--- src/rtl/cpu_pkg.sv ---
// Shared definitions for the teaching CPU: opcodes, instruction field positions,
// front-end FSM encoding and default widths. Exec imports the same opcode set.
package cpu_pkg;

    localparam int DATA_W_DEF = 16;
    localparam int PC_W_DEF   = 8;
    localparam int RF_AW_DEF  = 3;
    localparam int INSTR_W    = 16;

    localparam logic [3:0] OP_MOV = 4'd0;
    localparam logic [3:0] OP_ADD = 4'd1;
    localparam logic [3:0] OP_SUB = 4'd2;
    localparam logic [3:0] OP_LDL = 4'd3;
    localparam logic [3:0] OP_LDH = 4'd4;

    // rb and imm overlap; the opcode decides which one exec consumes
    localparam int OP_MSB  = 15;
    localparam int OP_LSB  = 12;
    localparam int RA_MSB  = 11;
    localparam int RA_LSB  = 9;
    localparam int RB_MSB  = 8;
    localparam int RB_LSB  = 6;
    localparam int IMM_MSB = 7;
    localparam int IMM_LSB = 0;

    typedef enum logic [2:0] {
        S_FETCH  = 3'd0,
        S_DECODE = 3'd1,
        S_EXEC   = 3'd2,
        S_WB     = 3'd3,
        S_HALT   = 3'd4
    } state_e;

    function automatic logic op_is_defined(input logic [3:0] op);
        return (op <= OP_LDH);
    endfunction

endpackage

--- src/rtl/reg_file.sv ---
// Register file: async-reset storage, two combinational operand reads,
// one debug read and a single synchronous write port.
module reg_file #(
    parameter int DATA_W = 16,
    parameter int RF_AW  = 3
) (
    input  logic              clk_i,
    input  logic              rst_n_i,
    input  logic              we_i,
    input  logic [RF_AW-1:0]  waddr_i,
    input  logic [DATA_W-1:0] wdata_i,
    input  logic [RF_AW-1:0]  raddr_a_i,
    output logic [DATA_W-1:0] rdata_a_o,
    input  logic [RF_AW-1:0]  raddr_b_i,
    output logic [DATA_W-1:0] rdata_b_o,
    input  logic [RF_AW-1:0]  dbg_sel_i,
    output logic [DATA_W-1:0] dbg_data_o
);

    localparam int NREG = 1 << RF_AW;

    logic [DATA_W-1:0] mem_q [NREG];

    // Storage array with write port
    always_ff @(posedge clk_i or negedge rst_n_i) begin
        if (!rst_n_i) begin
            for (int i = 0; i < NREG; i++) begin
                mem_q[i] <= '0;
            end
        end else if (we_i) begin
            mem_q[waddr_i] <= wdata_i;
        end
    end

    assign rdata_a_o  = mem_q[raddr_a_i];
    assign rdata_b_o  = mem_q[raddr_b_i];
    assign dbg_data_o = mem_q[dbg_sel_i];

endmodule

--- src/rtl/fetch_decode_wb.sv ---
// Fetch/decode/writeback front end: one instruction every four cycles,
// single-cycle exec strobe, sticky halt on an undefined opcode.
module fetch_decode_wb
    import cpu_pkg::*;
#(
    parameter int DATA_W = DATA_W_DEF,
    parameter int PC_W   = PC_W_DEF,
    parameter int RF_AW  = RF_AW_DEF
) (
    input  logic              clk_ft,
    input  logic              reset,
    input  logic [PC_W-1:0]   p_count,
    input  logic [DATA_W-1:0] reg_in,
    output logic [PC_W-1:0]   prog_addr,
    input  logic [15:0]       prog_data,
    output logic [3:0]        op_code,
    output logic [DATA_W-1:0] reg_a,
    output logic [DATA_W-1:0] reg_b,
    output logic [7:0]        op_data,
    output logic              ex_fire,
    output logic              halted,
    input  logic [RF_AW-1:0]  dbg_sel,
    output logic [DATA_W-1:0] dbg_data
);

    state_e            state_q, state_d;
    logic [PC_W-1:0]   prog_addr_q, prog_addr_d;
    logic [RF_AW-1:0]  wb_ra_q, wb_ra_d;
    logic [3:0]        op_code_q, op_code_d;
    logic [DATA_W-1:0] reg_a_q, reg_a_d;
    logic [DATA_W-1:0] reg_b_q, reg_b_d;
    logic [7:0]        op_data_q, op_data_d;
    logic              ex_fire_q, ex_fire_d;
    logic              halted_q, halted_d;
    logic              rf_we_s;
    logic [DATA_W-1:0] rf_a_s, rf_b_s;

    reg_file #(.DATA_W(DATA_W), .RF_AW(RF_AW)) u_rf (
        .clk_i      (clk_ft),
        .rst_n_i    (reset),
        .we_i       (rf_we_s),
        .waddr_i    (wb_ra_q),
        .wdata_i    (reg_in),
        .raddr_a_i  (prog_data[RA_MSB:RA_LSB]),
        .rdata_a_o  (rf_a_s),
        .raddr_b_i  (prog_data[RB_MSB:RB_LSB]),
        .rdata_b_o  (rf_b_s),
        .dbg_sel_i  (dbg_sel),
        .dbg_data_o (dbg_data)
    );

    // State and output registers
    always_ff @(posedge clk_ft or negedge reset) begin
        if (!reset) begin
            state_q     <= S_FETCH;
            prog_addr_q <= '0;
            wb_ra_q     <= '0;
            op_code_q   <= 4'd0;
            reg_a_q     <= '0;
            reg_b_q     <= '0;
            op_data_q   <= 8'd0;
            ex_fire_q   <= 1'b0;
            halted_q    <= 1'b0;
        end else begin
            state_q     <= state_d;
            prog_addr_q <= prog_addr_d;
            wb_ra_q     <= wb_ra_d;
            op_code_q   <= op_code_d;
            reg_a_q     <= reg_a_d;
            reg_b_q     <= reg_b_d;
            op_data_q   <= op_data_d;
            ex_fire_q   <= ex_fire_d;
            halted_q    <= halted_d;
        end
    end

    // Next-state and sequencing; operands are held from decode through writeback
    always_comb begin
        state_d     = state_q;
        prog_addr_d = prog_addr_q;
        wb_ra_d     = wb_ra_q;
        op_code_d   = op_code_q;
        reg_a_d     = reg_a_q;
        reg_b_d     = reg_b_q;
        op_data_d   = op_data_q;
        ex_fire_d   = 1'b0;
        halted_d    = halted_q;
        rf_we_s     = 1'b0;
        case (state_q)
            S_FETCH: begin
                prog_addr_d = p_count;
                state_d     = S_DECODE;
            end
            S_DECODE: begin
                wb_ra_d = prog_data[RA_MSB:RA_LSB];
                if (op_is_defined(prog_data[OP_MSB:OP_LSB])) begin
                    op_code_d = prog_data[OP_MSB:OP_LSB];
                    op_data_d = prog_data[IMM_MSB:IMM_LSB];
                    reg_a_d   = rf_a_s;
                    reg_b_d   = rf_b_s;
                    ex_fire_d = 1'b1;
                    state_d   = S_EXEC;
                end else begin
                    halted_d  = 1'b1;
                    state_d   = S_HALT;
                end
            end
            S_EXEC: begin
                state_d = S_WB;
            end
            S_WB: begin
                rf_we_s = 1'b1;
                state_d = S_FETCH;
            end
            S_HALT: begin
                halted_d = 1'b1;
            end
            default: begin
                halted_d = 1'b1;
                state_d  = S_HALT;
            end
        endcase
    end

    assign prog_addr = prog_addr_q;
    assign op_code   = op_code_q;
    assign reg_a     = reg_a_q;
    assign reg_b     = reg_b_q;
    assign op_data   = op_data_q;
    assign ex_fire   = ex_fire_q;
    assign halted    = halted_q;

endmodule

--- config.mk ---
export PLATFORM = sky130hd
export DESIGN_NAME = fetch_decode_wb
export DESIGN_NICKNAME = d
export VERILOG_FILES = /design/src/rtl/cpu_pkg.sv /design/src/rtl/reg_file.sv /design/src/rtl/fetch_decode_wb.sv
export SDC_FILE = /design/constraint.sdc
export NUM_CORES = 1
export LEC_CHECK = 0
export CAP_MARGIN = 20
export CORE_MARGIN = 2
export CORE_UTILIZATION = 44
export DETAILED_ROUTE_END_ITERATION = 6
export GPL_TIMING_DRIVEN = 0
export PLACE_DENSITY = 0.68
export SETUP_SLACK_MARGIN = 0.05
export SLEW_MARGIN = 20
export SYNTH_ARGS = -nofsm -noshare
export SYNTH_HDL_FRONTEND = slang
export SYNTH_SLANG_ARGS = --single-unit
--- constraint.sdc ---
create_clock -name clk_ft -period 6.3 [get_ports clk_ft]
set_clock_uncertainty 0.05 [all_clocks]
set_input_delay 1.26 -clock clk_ft [delete_from_list [all_inputs] [get_ports clk_ft]]
set_output_delay 1.26 -clock clk_ft [all_outputs]
set_load 0.01 [all_outputs]
==> out/qor.csv, run 1 <==
stage,metric,value,unit
placed_design,post-place-cells,976,
clocking,clock-sinks,188,
routing,first_pass_iters,4,
grt,grt_max_degree,102,
pwr,combPwrFrac,12.6,%
sta,hold_viol,0,
floorplan,coreArea,0.0219,sq mm
logic_synthesis,synth_edf_count,0,
grt,use_met3,4.06,%
clocking,hold_buffers,0,
pwr,finalPower,2710,uW
clocking,clock_latency,440,ps
sta,max-slew-margin-rel,28.6,%
worst_hold_path,holdCritPathClass,flip-flop to flip-flop,
outcome,status,"complete, no violations",
sta,fin_crit,5220,ps
finish,layout_common_cells,"mux2_2 (207), dfrtp_1 (188), clkdlybuf4s50_1 (108), mux4_2 (96), buf_2 (24)",
sta,slew_viol_final,0,
logic_synthesis,synthCells,586,
clocking,postCtsResizedCells,0,
pwr,p_per_area,227,mW/mm^2
finish,fin_nets,760,
clocking,clock_path_buffers,2,
routing,drtIter0Drc,351,
setup_path,rr_worst_depth,4,
setup_path,critPathLaunchType,input pin,
logic_synthesis,synth_cell_type_count,27,
logic_synthesis,yosysWarnings,0,
finish,stdcell_count,1008,
setup_path,crit_start,dbg_sel[1],
logic_synthesis,yosysSeqAreaShare,47.7,%
clocking,tritoncts,yes,
clocking,path_clk_slew,70,ps
finish,final_common_cell,mux2_2,
sta,rsz0062_at_grt,false,
placed_design,post-dp-hpwl,17600,microns
worst_hold_path,worstHoldStart,op_data[7]$_DFFE_PN0N_,
setup_path,cp-end-kind,output pin,
setup_path,arrival,3910,ps
pwr,seqPwrFrac,47.0,%
pwr,p_sw,675,uW
pwr,p_leak,0.00500,uW
setup_path,worstPathRequired,4990,ps
worst_hold_path,worstHoldEndpoint,op_data[7]$_DFFE_PN0N_,
logic_synthesis,syn_avg_cell_area,16.8,sq um
sta,setup_viol,0,
grt,use_met2,37.9,%
clocking,cts_inserted_buffers,17,
clocking,h-tree-depth,4,
grt,grt_usage,23.2,%
pwr,p_clk_share,40.4,%
setup_path,r2r-start,state_q[1]$_DFFE_PN0P_,
flow_run,cap_violations,0,
floorplan,initial_utilization,45.1,%
finish,drive_gt1_share,50.5,%
placed_design,portBuffers,109,
placed_design,gp_congestion,0.868,
routing,viasPerCell,6.12,
pwr,p_int,2040,uW
sta,max_clock_freq,192,MHz
floorplan,die_x,154,microns
logic_synthesis,netlist_area,0.00987,sq mm
finish,antenna_cells,0,
grt,grt-ovfl-total,0,
setup_path,crit_type,input pin to output pin,
setup_path,path_max_fanout,10,
routing,drt_wl_total,26600,microns
grt,grt_pass1_vias,6629,
sta,worst_slew_pin_slew,1070,ps
clocking,cts_root_buffer,clkbuf_16,
routing,wl_per_cell,26.4,microns
logic_synthesis,async_reset_ff_share,100,%
logic_synthesis,synth_ff_type,dfrtp_1,
worst_hold_path,hold_depth,1,
routing,route.detailed.drc,0,
routing,via_count,6169,
routing,antenna_left,0,
floorplan,core.rowCount,54,
grt,grt.busiest_layer,met2,
floorplan,dieArea,0.0236,sq mm
grt,antenna_found_initial,1,
pwr,worst_ir_drop_vdd,166,uV
sta,finalCritPeriodShare,82.8,%
pwr,p_sw_share,24.9,%
setup_path,reg2reg_slack,4070,ps
logic_synthesis,synth-seq-cells,188,
grt,grt_pass1_wl,40800,microns
finish,area_growth_syn_to_layout,21.0,%
setup_path,r2r_end,reg_a[6]$_DFFE_PN0N_,
floorplan,ios,115,
clocking,cts_setup_buffers,0,
grt,met1_usage,31.3,%
logic_synthesis,syn_nets,631,
floorplan,die_h,154,microns
-- power by group through the flow --
stage               sequential, uW  combinational, uW  clock, uW
floorplan                     1290                197          0
global placement              1290                335          0
detailed placement            1300                345          0
CTS                           1270                346       1120
global route                  1280                365       1180
finish                        1270                343       1100
-- area by class of cell --
| cell class | count | area (sq um) |
|---|---|---|
| Tap cell | 280 | 350 |
| Timing Repair Buffer | 110 | 1120 |
| Multi-Input combinational cell | 352 | 4930 |
| Clock buffer | 18 | 439 |
| Fill cell | 1794 | 9950 |
| Clock inverter | 14 | 159 |
| Buffer | 44 | 229 |
| Sequential cell | 188 | 4700 |
| Inverter | 2 | 7.51 |
-- cells in the mapped netlist, drive strengths merged, types with 2 or more instances --
master / instances / share of area (%)
mux2: 230 / 26
nand2: 2 / 0.076
clkbuf: 11 / 0.42
nand2b: 3 / 0.19
nand3: 2 / 0.10
buf: 33 / 1.9
dfrtp: 188 / 48
nor3: 2 / 0.15
nor2: 4 / 0.15
mux4: 96 / 22
inv: 2 / 0.076
or3b: 2 / 0.18
and4: 2 / 0.18
-- metal layers --
layer | wire length (microns) | share of wire, %
met5 | 16 | 0.060
met4 | 755 | 2.8
met3 | 1230 | 4.6
met2 | 13200 | 49
met1 | 11400 | 43
-- registers in the layout (all words and copies together), names as in the netlist --
register	count
ex_fire	1
halted	1
op_code	4
op_data	8
prog_addr	8
reg_a	16
reg_b	16
state_q	3
u_rf.mem_q	128
wb_ra_q	3
-- kinds of logic (layout without fill, tap and decap cells) --
group / after synthesis / count (layout) / synth area share [%]
mux: 326 / 326 / 48.2
compound gates: 4 / 4 / 0.254
simple gates: 22 / 22 / 1.52
flops: 188 / 188 / 47.7
buf+inv: 46 / 188 / 2.40
-- stage by stage --
| stage | utilization, % | setup TNS (ps) | hold slack (ps) | setup WS (ps) | area (sq um) |
|---|---|---|---|---|---|
| 6_report | 54.5 | 0 | 440 | 1080 | 11900 |
| 5_1_grt | 54.5 | 0 | 476 | 1010 | 11900 |
| 4_1_cts | 54.5 | 0 | 445 | 1100 | 11900 |
| 3_5_place_dp | 51.8 | 0 | 428 | 1120 | 11300 |
| 3_3_place_gp | 51.7 | -672700 | 420 | -3600 | 11300 |
| 2_1_floorplan | - | 0 | 435 | 2400 | 9870 |
-- worst max path at each step --
stage                                             to  slack, ps  cells past startpoint
after floorplan                          dbg_data[0]       2400                      4
after global placement    u_rf.mem_q[52]$_DFFE_PN0P_      -3600                      1
after detailed placement                dbg_data[13]       1120                      5
after CTS                               dbg_data[14]       1100                      5
after global routing                    dbg_data[13]       1010                      5
final                                   dbg_data[14]       1080                      5
-- critical path, stage by stage --
cell             delay (ps)
clkdlybuf4s50_1         600
clkbuf_1                830
mux4_2                  430
mux2_2                  300
clkdlybuf4s50_1         480
Power figures use the tool's default switching activity.
==> run 2: changes to the inputs <==
--- a/config.mk
+++ b/config.mk
@@ -10,7 +10,7 @@
 export CORE_UTILIZATION = 44
 export DETAILED_ROUTE_END_ITERATION = 6
 export GPL_TIMING_DRIVEN = 0
-export PLACE_DENSITY = 0.68
+export PLACE_DENSITY = 0.71
 export SETUP_SLACK_MARGIN = 0.05
 export SLEW_MARGIN = 20
 export SYNTH_ARGS = -nofsm -noshare
==> constraint.sdc (replaced) <==
create_clock -name clk_ft -period 4.65 [get_ports clk_ft]
set_clock_uncertainty 0.05 [all_clocks]
set_input_delay 0.93 -clock clk_ft [delete_from_list [all_inputs] [get_ports clk_ft]]
set_output_delay 0.93 -clock clk_ft [all_outputs]
set_load 0.01 [all_outputs]
==> out/qor.csv, run 2 (synthesis gave the netlist of run 1 again) <==
stage,metric,value,unit,change
placed_design,gp_congestion,0.856,,-1.3%
finish,fill_cells,1758,,-2.0%
clocking,path_clk_slew,70,ps,about the same
routing,topRoutingLayerUsed,met5,,
setup_path,arrival,3500,ps,-410 ps
sta,fin_crit,4480,ps,
setup_path,cp-end-kind,output pin,,
routing,wl_per_cell,26.4,microns,-0.14%
grt,grt-ovfl-total,0,,unchanged
finish,design_area,0.0120,sq mm,+0.18%
sta,finalCritPeriodShare,96.4,%,
clocking,hold_buffers,0,,unchanged
grt,grt_usage,23.3,%,+0.055 points
clocking,cts_inserted_buffers,17,,unchanged
sta,whs,306,ps,-134 ps
floorplan,coreArea,0.0219,sq mm,unchanged
pwr,p_per_area,308,mW/mm^2,+35%
clocking,clock_latency,430,ps,about the same
routing,drtIter0Drc,513,,+46%
pwr,p_sw,876,uW,+30%
floorplan,die_h,154,microns,unchanged
sta,hold_viol,0,,unchanged
placed_design,placed_area,0.0114,sq mm,+0.24%
routing,drt_wl_total,26600,microns,-0.14%
worst_hold_path,holdCritPathClass,input pin to async pin,,
clocking,cts_setup_buffers,0,,unchanged
routing,viasPerCell,6.08,,-0.66%
routing,met2_length,13200,microns,+0.47%
floorplan,initial_utilization,45.1,%,unchanged
placed_design,post-dp-hpwl,17700,microns,+0.50%
routing,antenna_left,0,,unchanged
pwr,combPwrFrac,12.6,%,about the same
routing,first_pass_iters,5,,+1
pwr,worst_ir_drop_vdd,289,uV,+75%
clocking,clock_path_buffers,2,,unchanged
floorplan,die_x,154,microns,unchanged
grt,grt_max_degree,92,,-9.8%
clocking,tritoncts,yes,,
flow_run,cap_violations,0,,unchanged
routing,wl_met1,10900,microns,-5.1%
sta,slew_viol_final,0,,unchanged
pwr,p_clk_share,40.4,%,about the same
sta,setup_viol,0,,unchanged
placed_design,portBuffers,109,,unchanged
floorplan,ios,115,,unchanged
pwr,p_leak,0.00501,uW,+0.16%
clocking,cts_root_buffer,clkbuf_16,,
floorplan,dieArea,0.0236,sq mm,unchanged
finish,layout_common_cells,"mux2_2 (207), dfrtp_1 (188), clkdlybuf4s50_1 (108), mux4_2 (96), buf_2 (24)",,
sta,finalSetupTns,0,ps,unchanged
pwr,p_sw_share,23.8,%,-1.1 points
floorplan,core.rowCount,54,,unchanged
setup_path,worstPathRequired,3670,ps,-1320 ps
sta,max_clock_freq,223,MHz,
finish,final_common_cell,mux2_2,,
grt,antenna_found_initial,1,,unchanged
clocking,h-tree-depth,4,,unchanged
clocking,clock-sinks,188,,unchanged
finish,stdcell_count,1008,,unchanged
finish,area_growth_syn_to_layout,21.2,%,
routing,route.detailed.drc,0,,unchanged
sta,worst_slew_pin_slew,953,ps,-117 ps
routing,via_count,6128,,-0.66%
outcome,status,"complete, no violations",,
finish,top_register,u_rf.mem_q,,
grt,grt_pass1_vias,6761,,+2.0%
grt,grt_pass1_wl,41200,microns,+0.91%
setup_path,path_max_fanout,10,,unchanged
clocking,postCtsResizedCells,0,,unchanged
routing,dr_wl_met3,1640,microns,+34%
pwr,p_int,2810,uW,+38%
pwr,seqPwrFrac,46.9,%,about the same
sta,rsz0062_at_grt,false,,
sta,max-slew-margin-rel,36.5,%,+7.8 points
setup_path,crit_type,input pin to output pin,,
setup_path,critPathLaunchType,input pin,,
finish,antenna_cells,0,,unchanged
finish,drive_gt1_share,50.1,%,-0.41 points
finish,fin_nets,761,,+0.13%
finish,largest_register_ffs,128,,unchanged
placed_design,post-place-cells,977,,+0.10%
## run 2: changes by cell type in the layout (fill, tap and decap cells not counted)
| cell | delta |
|---|---|
| clkinv_2 | +1 |
| bufinv_16 | +1 |
| buf_16 | +1 |
| clkinv_4 | -2 |
| inv_6 | -4 |
| clkbuf_1 | +3 |
## run 2: area by class of cell
| cell class | count | area, sq um | area share (%) |
|---|---|---|---|
| Multi-Input combinational cell | 352 | 4930 | 41.2 |
| Clock buffer | 21 | 450 | 3.77 |
| Sequential cell | 188 | 4700 | 39.3 |
| Inverter | 2 | 7.51 | 0.0628 |
| Tap cell | 280 | 350 | 2.93 |
| Timing Repair Buffer | 111 | 1150 | 9.62 |
| Buffer | 44 | 229 | 1.91 |
| Clock inverter | 10 | 141 | 1.18 |
## run 2: per-layer routing
metal / global-route usage (%) / vias to the layer above
li1: - / 2564
met1: 30.7 / 3241
met2: 38.6 / 267
met3: 4.17 / 54
met4: 9.35 / 2
met5: 0 / -
## run 2: final timing paths
kind | start | end | slack (ps) | cells past startpoint
worst min-delay path | reset | reg_a[11]$_DFFE_PN0N_ | 310 | 1
worst max-delay path | dbg_sel[1] | dbg_data[14] | 170 | 5
min in group clk_ft | op_data[7]$_DFFE_PN0N_ | op_data[7]$_DFFE_PN0N_ | 440 | 1
worst max register to register | state_q[1]$_DFFE_PN0P_ | reg_b[15]$_DFFE_PN0N_ | 2450 | 4
max in group asynchronous | reset | u_rf.mem_q[83]$_DFFE_PN0P_ | 3150 | 3
worst min register to register | op_data[7]$_DFFE_PN0N_ | op_data[7]$_DFFE_PN0N_ | 440 | 1
## run 2: per-stage QoR
step	setup WS (ps)	util, %	power (uW)
after detailed placement	203	51.9	2220
after global routing	137	54.6	3810
after floorplan	1410	-	2010
after global placement	-4940	51.7	2200
after CTS	204	54.6	3700
final	167	54.6	3680
## run 2: power by group through the flow
| stage | Combinational, uW | Clock [uW] | Sequential [uW] |
|---|---|---|---|
| after floorplan | 267 | 0 | 1740 |
| after global routing | 495 | 1580 | 1730 |
| final | 465 | 1490 | 1730 |
| after detailed placement | 466 | 0 | 1760 |
| after CTS | 470 | 1500 | 1730 |
| after global placement | 451 | 0 | 1750 |
## run 2: worst max-delay path, cell delays in order
cell             delay, ps
clkdlybuf4s50_1        670
clkbuf_1               690
mux4_2                 440
mux2_2                 290
clkdlybuf4s50_1        480
